**config.mk**
```make
export PLATFORM = sky130hd
export DESIGN_NAME = exec_dispatch_flat
export DESIGN_NICKNAME = d
export VERILOG_FILES = /design/src/rtl/exec_dispatch_pkg.sv /design/src/rtl/exec_dispatch_if.sv /design/src/rtl/exec_dispatch_decode.sv /design/src/rtl/exec_dispatch.sv /design/src/flat_wrapper.sv
export SDC_FILE = /design/constraint.sdc
export NUM_CORES = 1
export LEC_CHECK = 0
export ABC_AREA = 1
export CORE_AREA = 2 2 165 167
export CTS_BUF_LIST = sky130_fd_sc_hd__clkbuf_4
export DETAILED_ROUTE_END_ITERATION = 8
export DIE_AREA = 0 0 167 169
export PLACE_DENSITY_LB_ADDON = 0.1
export SLEW_MARGIN = 10
export SYNTH_ARGS = -nofsm -noshare
export SYNTH_HDL_FRONTEND = slang
export SYNTH_SLANG_ARGS = --single-unit
```
**constraint.sdc**
```tcl
create_clock -name iCLK -period 2 [get_ports iCLK]
set_input_delay 0.3 -clock iCLK [delete_from_list [all_inputs] [get_ports iCLK]]
set_output_delay 0.3 -clock iCLK [all_outputs]
set_load 0.05 [all_outputs]
```
**src/rtl/exec_dispatch_pkg.sv**
```systemverilog
// Shared types and constants for the exec_dispatch stage: unit classes,
// opcodes, FSM encoding and the decoded-instruction record.
package exec_dispatch_pkg;

  localparam int CLS_W = 3;
  localparam logic [CLS_W-1:0] CLS_INT = 3'd0;
  localparam logic [CLS_W-1:0] CLS_MUL = 3'd1;
  localparam logic [CLS_W-1:0] CLS_AMO = 3'd2;
  localparam logic [CLS_W-1:0] CLS_FPU = 3'd3;
  localparam logic [CLS_W-1:0] CLS_CMP = 3'd4;

  localparam logic [6:0] OPC_OP_IMM   = 7'b0010011;
  localparam logic [6:0] OPC_LOAD     = 7'b0000011;
  localparam logic [6:0] OPC_JALR     = 7'b1100111;
  localparam logic [6:0] OPC_STORE    = 7'b0100011;
  localparam logic [6:0] OPC_BRANCH   = 7'b1100011;
  localparam logic [6:0] OPC_LUI      = 7'b0110111;
  localparam logic [6:0] OPC_AUIPC    = 7'b0010111;
  localparam logic [6:0] OPC_JAL      = 7'b1101111;
  localparam logic [6:0] OPC_OP       = 7'b0110011;
  localparam logic [6:0] OPC_AMO      = 7'b0101111;
  localparam logic [6:0] OPC_LOAD_FP  = 7'b0000111;
  localparam logic [6:0] OPC_STORE_FP = 7'b0100111;
  localparam logic [6:0] OPC_OP_FP    = 7'b1010011;

  localparam logic [6:0] F7_MULDIV = 7'b0000001;
  localparam logic [6:0] F7_FCVT_W = 7'b1100000;
  localparam logic [6:0] F7_FMV_X  = 7'b1110000;
  localparam logic [6:0] F7_FCMP   = 7'b1010000;

  typedef enum logic [1:0] {ST_IDLE, ST_ISSUE, ST_WAIT, ST_WB} state_e;

  typedef struct packed {
    logic [CLS_W-1:0] cls;
    logic [4:0]       rd;
    logic [4:0]       rs1;
    logic [4:0]       rs2;
    logic             writes_rd;
    logic             illegal;
  } dec_t;

  // RVC 3-bit register fields address x8..x15.
  function automatic logic [4:0] creg(input logic [2:0] r);
    return {2'b01, r};
  endfunction

endpackage

```
**src/rtl/exec_dispatch_if.sv**
```systemverilog
// Decode-side, register-file and execution-unit signals of the dispatch stage.
// slave = the dispatch stage itself, master = its environment.
interface exec_dispatch_if #(
  parameter int XLEN      = 32,
  parameter int NUM_UNITS = 5
);
  logic                      iIR_VALID;
  logic                      oIR_READY;
  logic [31:0]               iIR;
  logic [4:0]                oRS1;
  logic [4:0]                oRS2;
  logic [XLEN-1:0]           iRS1_DATA;
  logic [XLEN-1:0]           iRS2_DATA;
  logic [NUM_UNITS-1:0]      oUNIT_VALID;
  logic [NUM_UNITS-1:0]      iUNIT_READY;
  logic [XLEN-1:0]           oUNIT_IN1;
  logic [XLEN-1:0]           oUNIT_IN2;
  logic [31:0]               oUNIT_IR;
  logic [NUM_UNITS-1:0]      iUNIT_DONE;
  logic [NUM_UNITS*XLEN-1:0] iUNIT_OUT;
  logic                      oWB_VALID;
  logic [4:0]                oWB_RD;
  logic [XLEN-1:0]           oWB_DATA;
  logic                      oILLEGAL;
  logic                      oTIMEOUT;

  modport slave (
    input  iIR_VALID, iIR, iRS1_DATA, iRS2_DATA, iUNIT_READY, iUNIT_DONE, iUNIT_OUT,
    output oIR_READY, oRS1, oRS2, oUNIT_VALID, oUNIT_IN1, oUNIT_IN2, oUNIT_IR,
           oWB_VALID, oWB_RD, oWB_DATA, oILLEGAL, oTIMEOUT
  );

  modport master (
    output iIR_VALID, iIR, iRS1_DATA, iRS2_DATA, iUNIT_READY, iUNIT_DONE, iUNIT_OUT,
    input  oIR_READY, oRS1, oRS2, oUNIT_VALID, oUNIT_IN1, oUNIT_IN2, oUNIT_IR,
           oWB_VALID, oWB_RD, oWB_DATA, oILLEGAL, oTIMEOUT
  );
endinterface

```
**src/rtl/exec_dispatch_decode.sv**
```systemverilog
// Combinational instruction classifier: unit class, register fields with
// absent fields forced to zero, integer-writeback flag and illegal flag.
module instr_class_decode
  import exec_dispatch_pkg::*;
(
  input  logic [31:0] ir_i,
  output dec_t        dec_o
);
  logic [6:0] opc;
  logic [6:0] f7;
  logic [4:0] r_full, r_s2, r_phi, r_plo;

  assign opc    = ir_i[6:0];
  assign f7     = ir_i[31:25];
  assign r_full = ir_i[11:7];
  assign r_s2   = ir_i[6:2];
  assign r_phi  = creg(ir_i[9:7]);
  assign r_plo  = creg(ir_i[4:2]);

  always_comb begin
    // NOTE: every field gets a default before the case, so no path leaves a latch.
    dec_o = '0;
    if (ir_i[1:0] == 2'b11) begin
      dec_o.cls       = CLS_INT;
      dec_o.rd        = ir_i[11:7];
      dec_o.rs1       = ir_i[19:15];
      dec_o.rs2       = ir_i[24:20];
      dec_o.writes_rd = 1'b1;
      case (opc)
        OPC_OP:                     if (f7 == F7_MULDIV) dec_o.cls = CLS_MUL;
        OPC_OP_IMM, OPC_LOAD, OPC_JALR: dec_o.rs2 = '0;
        OPC_STORE, OPC_BRANCH: begin
          dec_o.rd        = '0;
          dec_o.writes_rd = 1'b0;
        end
        OPC_LUI, OPC_AUIPC, OPC_JAL: begin
          dec_o.rs1 = '0;
          dec_o.rs2 = '0;
        end
        OPC_AMO:                    dec_o.cls = CLS_AMO;
        OPC_LOAD_FP: begin
          dec_o.cls       = CLS_FPU;
          dec_o.rs2       = '0;
          dec_o.writes_rd = 1'b0;
        end
        OPC_STORE_FP: begin
          dec_o.cls       = CLS_FPU;
          dec_o.rd        = '0;
          dec_o.rs2       = '0;
          dec_o.writes_rd = 1'b0;
        end
        OPC_OP_FP: begin
          dec_o.cls       = CLS_FPU;
          dec_o.writes_rd = (f7 == F7_FCVT_W) || (f7 == F7_FMV_X) || (f7 == F7_FCMP);
        end
        default: begin
          dec_o         = '0;
          dec_o.illegal = 1'b1;
        end
      endcase
    end else if (ir_i[15:0] == 16'h0000) begin
      dec_o.illegal = 1'b1;
    end else begin
      dec_o.cls = CLS_CMP;
      // Quadrant and funct3 select the compressed format.
      case ({ir_i[1:0], ir_i[15:13]})
        5'b00_000: begin dec_o.rd = r_plo; dec_o.rs1 = 5'd2; dec_o.writes_rd = 1'b1; end
        5'b00_010: begin dec_o.rd = r_plo; dec_o.rs1 = r_phi; dec_o.writes_rd = 1'b1; end
        5'b00_001, 5'b00_011: dec_o.rs1 = r_phi;
        5'b00_101, 5'b00_110, 5'b00_111: begin dec_o.rs1 = r_phi; dec_o.rs2 = r_plo; end
        5'b01_000, 5'b10_000: begin
          dec_o.rd = r_full; dec_o.rs1 = r_full; dec_o.writes_rd = 1'b1;
        end
        5'b01_001: begin dec_o.rd = 5'd1; dec_o.writes_rd = 1'b1; end
        5'b01_010: begin dec_o.rd = r_full; dec_o.writes_rd = 1'b1; end
        5'b01_011: begin
          dec_o.rd = r_full; dec_o.writes_rd = 1'b1;
          if (r_full == 5'd2) dec_o.rs1 = 5'd2;
        end
        5'b01_100: begin
          dec_o.rd = r_phi; dec_o.rs1 = r_phi; dec_o.writes_rd = 1'b1;
          if (ir_i[11:10] == 2'b11) dec_o.rs2 = r_plo;
        end
        5'b01_110, 5'b01_111: dec_o.rs1 = r_phi;
        5'b10_010: begin dec_o.rd = r_full; dec_o.rs1 = 5'd2; dec_o.writes_rd = 1'b1; end
        5'b10_001, 5'b10_011: dec_o.rs1 = 5'd2;
        5'b10_100: begin
          if (r_s2 == 5'd0) begin
            dec_o.rs1 = r_full;
            if (ir_i[12] && r_full != 5'd0) begin dec_o.rd = 5'd1; dec_o.writes_rd = 1'b1; end
          end else begin
            dec_o.rd = r_full; dec_o.rs2 = r_s2; dec_o.writes_rd = 1'b1;
            if (ir_i[12]) dec_o.rs1 = r_full;
          end
        end
        5'b10_101, 5'b10_110, 5'b10_111: begin dec_o.rs1 = 5'd2; dec_o.rs2 = r_s2; end
        default: ;
      endcase
    end
  end
endmodule

```
**src/rtl/exec_dispatch.sv**
```systemverilog
// Registered dispatch stage: accepts one instruction, issues it to its class
// unit, waits for completion or timeout, and emits a one-cycle writeback.
module exec_dispatch
  import exec_dispatch_pkg::*;
#(
  parameter int XLEN      = 32,
  parameter int NUM_UNITS = 5,
  parameter int TIMEOUT   = 64
) (
  input  logic iCLK,
  input  logic iRST_N,
  exec_dispatch_if.slave bus
);
  localparam int CNT_W = $clog2(TIMEOUT + 1);
  localparam logic [NUM_UNITS-1:0] UNIT_ONE = NUM_UNITS'(1);

  state_e               state_q;
  logic                 ready_q, wr_q, wb_valid_q, illegal_q, timeout_q;
  logic [31:0]          ir_q;
  logic [XLEN-1:0]      in1_q, in2_q, wb_data_q;
  logic [4:0]           rd_q, wb_rd_q;
  logic [NUM_UNITS-1:0] sel_q, unit_valid_q;
  logic [CNT_W-1:0]     cnt_q, cnt_d;

  dec_t                 dec;
  logic                 dec_bad, ir_fire, unit_ready, unit_done, wait_expire, to_idle;
  logic [NUM_UNITS-1:0] dec_sel;
  logic [XLEN-1:0]      unit_result;

  instr_class_decode u_decode (
    .ir_i  (bus.iIR),
    .dec_o (dec)
  );

  assign bus.oRS1 = dec.rs1;
  assign bus.oRS2 = dec.rs2;

  assign dec_bad     = dec.illegal || (int'(dec.cls) >= NUM_UNITS);
  assign dec_sel     = UNIT_ONE << dec.cls;
  assign ir_fire     = ready_q && bus.iIR_VALID;
  assign unit_ready  = |(bus.iUNIT_READY & sel_q);
  assign unit_done   = |(bus.iUNIT_DONE & sel_q);
  assign cnt_d       = cnt_q + CNT_W'(1);
  assign wait_expire = (state_q == ST_WAIT) && !unit_done && (cnt_d == CNT_W'(TIMEOUT));
  assign to_idle     = (state_q == ST_WB) || wait_expire;

  always_comb begin
    unit_result = '0;
    for (int k = 0; k < NUM_UNITS; k++)
      if (sel_q[k]) unit_result = unit_result | bus.iUNIT_OUT[k*XLEN +: XLEN];
  end

  // NOTE: sequential state uses non-blocking assignments only, so later
  // statements in this block see the pre-edge values of every register.
  always_ff @(posedge iCLK or negedge iRST_N) begin
    if (!iRST_N) begin
      state_q      <= ST_IDLE;
      ready_q      <= 1'b0;
      ir_q         <= '0;
      in1_q        <= '0;
      in2_q        <= '0;
      rd_q         <= '0;
      wr_q         <= 1'b0;
      sel_q        <= '0;
      unit_valid_q <= '0;
      cnt_q        <= '0;
      wb_valid_q   <= 1'b0;
      wb_rd_q      <= '0;
      wb_data_q    <= '0;
      illegal_q    <= 1'b0;
      timeout_q    <= 1'b0;
    end else begin
      // Writeback and pulse outputs live for exactly one cycle.
      wb_valid_q <= 1'b0;
      wb_rd_q    <= '0;
      wb_data_q  <= '0;
      illegal_q  <= 1'b0;
      timeout_q  <= wait_expire;
      case (state_q)
        ST_IDLE: begin
          ready_q <= 1'b1;
          if (ir_fire && dec_bad) begin
            illegal_q <= 1'b1;
          end else if (ir_fire) begin
            state_q      <= ST_ISSUE;
            ready_q      <= 1'b0;
            ir_q         <= bus.iIR;
            in1_q        <= bus.iRS1_DATA;
            in2_q        <= bus.iRS2_DATA;
            rd_q         <= dec.rd;
            wr_q         <= dec.writes_rd;
            sel_q        <= dec_sel;
            unit_valid_q <= dec_sel;
          end
        end
        ST_ISSUE: begin
          if (unit_ready) begin
            unit_valid_q <= '0;
            state_q      <= unit_done ? ST_WB : ST_WAIT;
            if (unit_done) begin
              wb_valid_q <= wr_q && (rd_q != 5'd0);
              wb_rd_q    <= rd_q;
              wb_data_q  <= unit_result;
            end
          end
        end
        ST_WAIT: begin
          cnt_q <= cnt_d;
          if (unit_done) begin
            state_q    <= ST_WB;
            wb_valid_q <= wr_q && (rd_q != 5'd0);
            wb_rd_q    <= rd_q;
            wb_data_q  <= unit_result;
          end
        end
        default: ;
      endcase
      if (to_idle) begin
        state_q <= ST_IDLE;
        ready_q <= 1'b1;
        ir_q    <= '0;
        in1_q   <= '0;
        in2_q   <= '0;
        rd_q    <= '0;
        wr_q    <= 1'b0;
        sel_q   <= '0;
        cnt_q   <= '0;
      end
    end
  end

  assign bus.oIR_READY   = ready_q;
  assign bus.oUNIT_VALID = unit_valid_q;
  assign bus.oUNIT_IN1   = in1_q;
  assign bus.oUNIT_IN2   = in2_q;
  assign bus.oUNIT_IR    = ir_q;
  assign bus.oWB_VALID   = wb_valid_q;
  assign bus.oWB_RD      = wb_rd_q;
  assign bus.oWB_DATA    = wb_data_q;
  assign bus.oILLEGAL    = illegal_q;
  assign bus.oTIMEOUT    = timeout_q;
endmodule

```
**src/flat_wrapper.sv**
```systemverilog
// flat-port wrapper written by rule: the top's interface ports become plain ports
module exec_dispatch_flat import exec_dispatch_pkg::*;
#(
  parameter int XLEN      = 32,
  parameter int NUM_UNITS = 5,
  parameter int TIMEOUT   = 64
)
  (iCLK, iRST_N, bus_iIR_VALID, bus_iIR, bus_iRS1_DATA, bus_iRS2_DATA, bus_iUNIT_READY, bus_iUNIT_DONE, bus_iUNIT_OUT, bus_oIR_READY, bus_oRS1, bus_oRS2, bus_oUNIT_VALID, bus_oUNIT_IN1, bus_oUNIT_IN2, bus_oUNIT_IR, bus_oWB_VALID, bus_oWB_RD, bus_oWB_DATA, bus_oILLEGAL, bus_oTIMEOUT);
  exec_dispatch_if #(.XLEN(XLEN), .NUM_UNITS(NUM_UNITS)) bus_i ();
  input  logic iCLK;
  input  logic iRST_N;
  input wire logic [$bits(bus_i.iIR_VALID)-1:0] bus_iIR_VALID;
  input wire logic [$bits(bus_i.iIR)-1:0] bus_iIR;
  input wire logic [$bits(bus_i.iRS1_DATA)-1:0] bus_iRS1_DATA;
  input wire logic [$bits(bus_i.iRS2_DATA)-1:0] bus_iRS2_DATA;
  input wire logic [$bits(bus_i.iUNIT_READY)-1:0] bus_iUNIT_READY;
  input wire logic [$bits(bus_i.iUNIT_DONE)-1:0] bus_iUNIT_DONE;
  input wire logic [$bits(bus_i.iUNIT_OUT)-1:0] bus_iUNIT_OUT;
  output wire logic [$bits(bus_i.oIR_READY)-1:0] bus_oIR_READY;
  output wire logic [$bits(bus_i.oRS1)-1:0] bus_oRS1;
  output wire logic [$bits(bus_i.oRS2)-1:0] bus_oRS2;
  output wire logic [$bits(bus_i.oUNIT_VALID)-1:0] bus_oUNIT_VALID;
  output wire logic [$bits(bus_i.oUNIT_IN1)-1:0] bus_oUNIT_IN1;
  output wire logic [$bits(bus_i.oUNIT_IN2)-1:0] bus_oUNIT_IN2;
  output wire logic [$bits(bus_i.oUNIT_IR)-1:0] bus_oUNIT_IR;
  output wire logic [$bits(bus_i.oWB_VALID)-1:0] bus_oWB_VALID;
  output wire logic [$bits(bus_i.oWB_RD)-1:0] bus_oWB_RD;
  output wire logic [$bits(bus_i.oWB_DATA)-1:0] bus_oWB_DATA;
  output wire logic [$bits(bus_i.oILLEGAL)-1:0] bus_oILLEGAL;
  output wire logic [$bits(bus_i.oTIMEOUT)-1:0] bus_oTIMEOUT;
  assign bus_i.iIR_VALID = bus_iIR_VALID;
  assign bus_i.iIR = bus_iIR;
  assign bus_i.iRS1_DATA = bus_iRS1_DATA;
  assign bus_i.iRS2_DATA = bus_iRS2_DATA;
  assign bus_i.iUNIT_READY = bus_iUNIT_READY;
  assign bus_i.iUNIT_DONE = bus_iUNIT_DONE;
  assign bus_i.iUNIT_OUT = bus_iUNIT_OUT;
  assign bus_oIR_READY = bus_i.oIR_READY;
  assign bus_oRS1 = bus_i.oRS1;
  assign bus_oRS2 = bus_i.oRS2;
  assign bus_oUNIT_VALID = bus_i.oUNIT_VALID;
  assign bus_oUNIT_IN1 = bus_i.oUNIT_IN1;
  assign bus_oUNIT_IN2 = bus_i.oUNIT_IN2;
  assign bus_oUNIT_IR = bus_i.oUNIT_IR;
  assign bus_oWB_VALID = bus_i.oWB_VALID;
  assign bus_oWB_RD = bus_i.oWB_RD;
  assign bus_oWB_DATA = bus_i.oWB_DATA;
  assign bus_oILLEGAL = bus_i.oILLEGAL;
  assign bus_oTIMEOUT = bus_i.oTIMEOUT;
  exec_dispatch #(.XLEN(XLEN), .NUM_UNITS(NUM_UNITS), .TIMEOUT(TIMEOUT)) u_core (.iCLK(iCLK), .iRST_N(iRST_N), .bus(bus_i));
endmodule
```
[Yosys cells after proc, flatten, opt, wreduce, memory -nomap -nowiden]
Cells that the tools add are included.
Storage, ports and cells
  bits in registers: 162
  bits of input ports: 269
  word-level logic and storage cells: 195
Operators by class
  add/sub/neg operators: 1
  $lt $le $gt $ge: 1
  eq/ne operators: 53
  shift-type cells: 1
  multiplexer cells: 77
  bitwise logic cells: 6
  reduce and logical (&&, ||, !) cells: 41
Operators by type and width (count)
  32-bit two-way mux: 19
  32-bit OR: 4
  5-bit two-way mux: 16
  32-bit one-hot mux with 2 select lines: 1
  7-bit == test, second input constant: 8
  5-bit one-hot mux with 5 select lines: 2
  5-bit == test, second input constant: 8
  5-bit by 4-bit == test with 1-bit output, second input constant: 7
  7-bit by 6-bit == test with 1-bit output, second input constant: 5
  20-bit two-way mux: 1
  5-bit one-hot mux with 2 select lines: 2
  5-bit one-hot mux with 4 select lines: 1
  10-bit OR reduction: 2
  5-bit OR reduction: 4
  1-bit two-way mux: 19
  19-bit two-way mux: 1
  9-bit OR reduction: 2
  16-bit logical NOT: 1
  5-bit by 2-bit == test with 1-bit output, second input constant: 3
  5-bit by 3-bit == test with 1-bit output, second input constant: 3
  7-bit by 5-bit == test with 1-bit output, second input constant: 2
  7-bit two-way mux: 2
  13-bit OR reduction: 1
  2-bit two-way mux: 6
  other kinds (34): 60

[Longest topological paths before layout]
  depth after elaboration: 13
  depth in mapped cells: 16
  gate-level depth less buffers: 14

[By module]
A second synthesis with hierarchy kept.
Second synthesis, totals
  cell total of the unflattened synthesis: 1110
  area, all modules: 8887.3 um^2
By module, submodules not included
  exec_dispatch: instances 1, cells an instance 924, area each 7957.6 um^2
  instr_class_decode: instances 1, cells an instance 186, area each 929.6 um^2

[Worst setup path after synthesis]
No wires, ideal clock.
  kind: in2out
  start: input bus_iIR[15]
  end: output bus_oRS1[0]
  data arrival time: 2.211 ns
  required time: 1.700 ns
  setup slack: -0.511 ns
  cell stages on the path: 9
  path buffers: 1
  cells stage by stage: buf_2 -> inv_1 -> nor2_1 -> nand2_1 -> inv_1 -> o21ai_0 -> nand2_1 -> nor2_1 -> o21ai_0
Between the ends
  cells in the longest elaborated chain, start to end: 5
  elaborated cells between the ends (all ways): 28
  those cells by class: eq/ne (19); mux (4); reduce/logical (5)
RTL lines
  from (decl): RTL line flat_wrapper.sv:13  | input wire logic [$bits(bus_i.iIR)-1:0] bus_iIR;
  5-bit by 4-bit == test with 1-bit output (tied with other cells): RTL line exec_dispatch_decode.sv:66  | case ({ir_i[1:0], ir_i[15:13]})
  9-bit OR reduction (no source line) (tied with other cells)
  5-bit one-hot mux with 5 select lines: RTL line exec_dispatch_decode.sv:66
  19-bit two-way mux: RTL line exec_dispatch_decode.sv:61  | end else if (ir_i[15:0] == 16'h0000) begin
  20-bit two-way mux *: RTL line exec_dispatch_decode.sv:23  | if (ir_i[1:0] == 2'b11) begin
  to (decl): RTL line flat_wrapper.sv:20  | output wire logic [$bits(bus_i.oRS1)-1:0] bus_oRS1;
Mark *: on every way between the ends. The rest lies on a longest branch, timed or not.

[Worst setup path in the final report]
  start: register u_core.cnt_q[0]
  end: register u_core.in1_q[2], in the netlist u_core.bus.oUNIT_IN1[2]
Between the ends
  cells in the longest elaborated chain, start to end: 6
  elaborated cells between the ends (all ways): 9
  those cells by class: add/sub (1); eq/ne (2); mux (1); reduce/logical (5)
RTL lines
  from (decl): RTL line exec_dispatch.sv:23  | logic [CNT_W-1:0] cnt_q, cnt_d;
  from (signal assigned): RTL line exec_dispatch.sv:108  | cnt_q <= cnt_d;
  7-bit by 1-bit adder with 7-bit output *: RTL line exec_dispatch.sv:43  | assign cnt_d = cnt_q + CNT_W'(1);
  7-bit == test *: RTL line exec_dispatch.sv:44  | assign wait_expire = (state_q == ST_WAIT) && !unit_done && (cnt_d == CNT_W'(TIMEOUT));
  1-bit logical AND *: RTL line exec_dispatch.sv:44
  1-bit logical OR *: RTL line exec_dispatch.sv:45  | assign to_idle = (state_q == ST_WB) || wait_expire;
  2-bit by 1-bit != test with 1-bit output (no source line) or 2-bit nonzero test (tied branches)
  3-bit AND reduction (no source line)
  to (signal assigned): RTL line exec_dispatch.sv:88  | in1_q <= bus.iRS1_DATA;
  to (decl): RTL line exec_dispatch.sv:20  | logic [XLEN-1:0] in1_q, in2_q, wb_data_q;
Marks and branches as above.
A chain may end at the register's enable or synchronous reset.

==> reports/summary.txt <==
Outcome: complete, but fails checks
Failing checks: setup timing
Slew margin rel.: 59.16%
Commonest non-fill, non-tap cell in the layout: clkdlybuf4s50_1
Drt pass-1 iters: 4
Gr usage total: 23.68%
Sink Count: 162
Worst setup SP type: flop
Final Core Density: 58.42%
Hpwl dp: 24760 um
Skew final: 0.05599 ns
Routed Antenna Nets: 0
Global Route met1 Usage: 30.13%
Max Transition Viols Final: 0
CP arrival: 2.64 ns
Max_cap viols: 0
GR Util met3: 5.261%
CORE AREA: 26500 um2
Synthesized area: 8297 um2
DR vias/cell: 4.830
Final Cell Area: 15480 um2
Worst reg2reg path depth: 14
EDFF count, synth: 0
Area growth from synthesis to layout: 86.61%
HP Class: in2reg
CP required: 2.48 ns
Grt total ovfl: 0
DRC Markers: 0
Detailed Route Iter0 Violations: 597
Final setup viols: 102
Final hold viol count: 0
Hold path depth: 4
Synthesized net count: 1247
Via count: 9033
Maximum VDD drop: 0.0007850 V
Drt total wl: 35930 um
Fmax: 0.4625 GHz
Largest net degree at the start of global routing: 54
Share of cells above drive strength 1: 31.08%
Global-route wire length before repair: 52280 um
Placed Area: 13530 um2
Post-synth cell types: 38
Asr flop ratio synth: 100.0%
Fill count: 2393
Initial Util: 31.31%
Worst-skew pair later-pin latency: 0.58 ns
Net count, final: 1787
Setup total negative slack: -5.709 ns
Vias in the first global route: 8900
Num CTS Buffers: 17
Hold Path Sink: u_core.bus.oUNIT_IR[14]
Die Wd: 167 um
R2r setup slk: -0.16 ns
H-tree depth: 4
Synth Flop Type: dfrtp_1
Clock root buffer master: clkbuf_4
Initial antenna violation count: 2
Syn Inst Count: 972
Worst-case clock buffer depth: 2
Final worst setup slack: -0.1621 ns
Place WS: -0.5512 ns
Tmin final: 2.162 ns
Mean Syn Cell Area: 8.536 um2
RSZ-0062 raised after global routing: yes
Critical path class: reg2reg
Row cnt: 60
Sequential-to-total area share from yosys stat: 48.86%
Worst r2r dst: u_core.bus.oUNIT_IN1[2]
I/O Pins: 421
Die height: 169 um
Tot Pwr: 20.94 mW
Routed wire length per instance: 19.21 um
Clock transition at the registers of the reported paths: 0.17 ns
Tcrit/Tclk final: 108.1%
Slew @ Worst Pin: 0.6151 ns
P_leak: 7.602 nW
Ys Warns: 0
Gr busiest metal: met2
Cell Pwr Density: 1352 nW/um2
Die ar.: 28220 um2
Most frequent cells in the layout: 253 x clkdlybuf4s50_1, 231 x nand2_1, 162 x dfrtp_1, 136 x dlygate4sd2_1, 110 x buf_4
Number of port buffers: 420
CTS tree: yes
Synthesized flop and latch total: 162
HP Start: bus_iIR[14]
CP Capture Type: flop
Global placement routability congestion: 0.9255
RR Startpoint: u_core.cnt_q[0]
Worst-path fanout max: 8
GR met2 Demand/Resource: 41.58%
how the worst max path moves through the flow:
stage / start / end / slack [ns] / cells past startpoint
2_1_floorplan: bus_iIR[2] / bus_oRS2[3] / -0.32 / 6
3_3_place_gp: bus_iIR[0] / bus_oRS2[3] / -0.50 / 11
3_5_place_dp: bus_iIR[0] / bus_oRS2[4] / -0.55 / 11
4_1_cts: u_core.cnt_q[1] / u_core.bus.oUNIT_IR[27] / -0.11 / 15
5_1_grt: u_core.cnt_q[0] / u_core.bus.oUNIT_IN1[2] / -0.29 / 13
6_report: u_core.cnt_q[0] / u_core.bus.oUNIT_IN1[2] / -0.16 / 14
metal layers:
metal / vias up / wire length, um
met5: - / 0
met4: 0 / 469
met3: 35 / 2019
met2: 270 / 18610
met1: 4367 / 14830
li1: 4361 / -
critical path, cell delays in order, from the launching register on:
cell	delay (ns)
dfrtp_1	0.42
ha_2	0.21
nand2_4	0.08
nor2_4	0.05
nand2_2	0.08
nand3_2	0.11
nor2_4	0.14
nand3_4	0.09
nand2_4	0.12
clkinv_8	0.08
nand2_8	0.10
buf_6	0.13
nand2_8	0.13
clkbuf_16	0.21
o21ai_1	0.14
through the flow:
stage | hold WS [ns] | cells
6_report | 0.1233 | 1870
5_1_grt | 0.05258 | 1869
4_1_cts | 0.08209 | 1847
3_5_place_dp | 0.2095 | 1783
3_3_place_gp | 0.2089 | 1783
2_1_floorplan | 0.004409 | 972
kinds of logic after synthesis:
family / count (synthesis) / share of synthesized area [%]
multiplexers: 1 / 0.1207
flip-flops: 162 / 48.86
AND/OR/NAND/NOR: 452 / 23.01
buffers and inverters: 111 / 7.043
XOR/XNOR: 1 / 0.1056
adder cells (fa/ha/maj): 6 / 0.9048
AO/OA/AOI/OAI: 239 / 19.95
area by class of cell:
class | instances | area (um2) | share of cell area (%)
Inverter | 51 | 206.4 | 1.333
Antenna cell | 4 | 10.01 | 0.06465
Tap cell | 341 | 426.7 | 2.756
Timing Repair Buffer | 579 | 5926 | 38.27
Sequential cell | 162 | 4054 | 26.18
Clock inverter | 15 | 158.9 | 1.026
Clock buffer | 17 | 127.6 | 0.8243
Multi-Input combinational cell | 701 | 4573 | 29.54
power breakdown:
part | total [mW] | internal (mW) | switching (mW)
registers | 5.25 | 4.38 | 0.865
clock network | 2.04 | 0.576 | 1.46
logic | 13.7 | 5.27 | 8.39
total | 20.9 | 10.2 | 10.7
sequential cells by signal (all words and copies together) (netlist names):
name / cells
u_core.bus.oUNIT_IN1: 32
u_core.cnt_q: 7
u_core.bus.oILLEGAL: 1
u_core.rd_q: 5
u_core.bus.oIR_READY: 1
u_core.bus.oUNIT_VALID: 5
u_core.bus.oWB_DATA: 32
u_core.bus.oWB_VALID: 1
u_core.bus.oUNIT_IR: 32
u_core.bus.oWB_RD: 5
u_core.bus.oTIMEOUT: 1
u_core.bus.oUNIT_IN2: 32
u_core.sel_q: 5
u_core.state_q: 2
u_core.wr_q: 1
synthesized netlist by cell type, types with 4 or more instances:
library cell | instances | area, um2
clkbuf_1 | 26 | 97.59
inv_1 | 45 | 168.9
ha_1 | 6 | 75.07
nand2_1 | 324 | 1216
o21ai_1 | 41 | 205.2
a221oi_1 | 32 | 280.3
o21ai_2 | 53 | 464.2
nor3_1 | 5 | 25.02
nand2_2 | 25 | 156.4
buf_2 | 13 | 65.06
nand4_1 | 9 | 56.30
a21oi_1 | 42 | 210.2
o22ai_1 | 4 | 25.02
nand3_1 | 28 | 140.1
dfrtp_1 | 162 | 4054
a22o_1 | 34 | 297.8
o21ai_0 | 30 | 150.1
nor2_1 | 44 | 165.2
buf_6 | 16 | 180.2
inv_2 | 6 | 22.52
timing repair:
action | in CTS | in global routing
resized for setup | 283 | 193
gates cloned | 14 | 13
setup buffers | 18 | 9
pin swaps | 33 | 30
setup endpoints to repair | 257 | 126
endpoints found under the hold margin | 157 | 1
hold buffers | 1 | 1
Power figures use the tool's default switching activity.
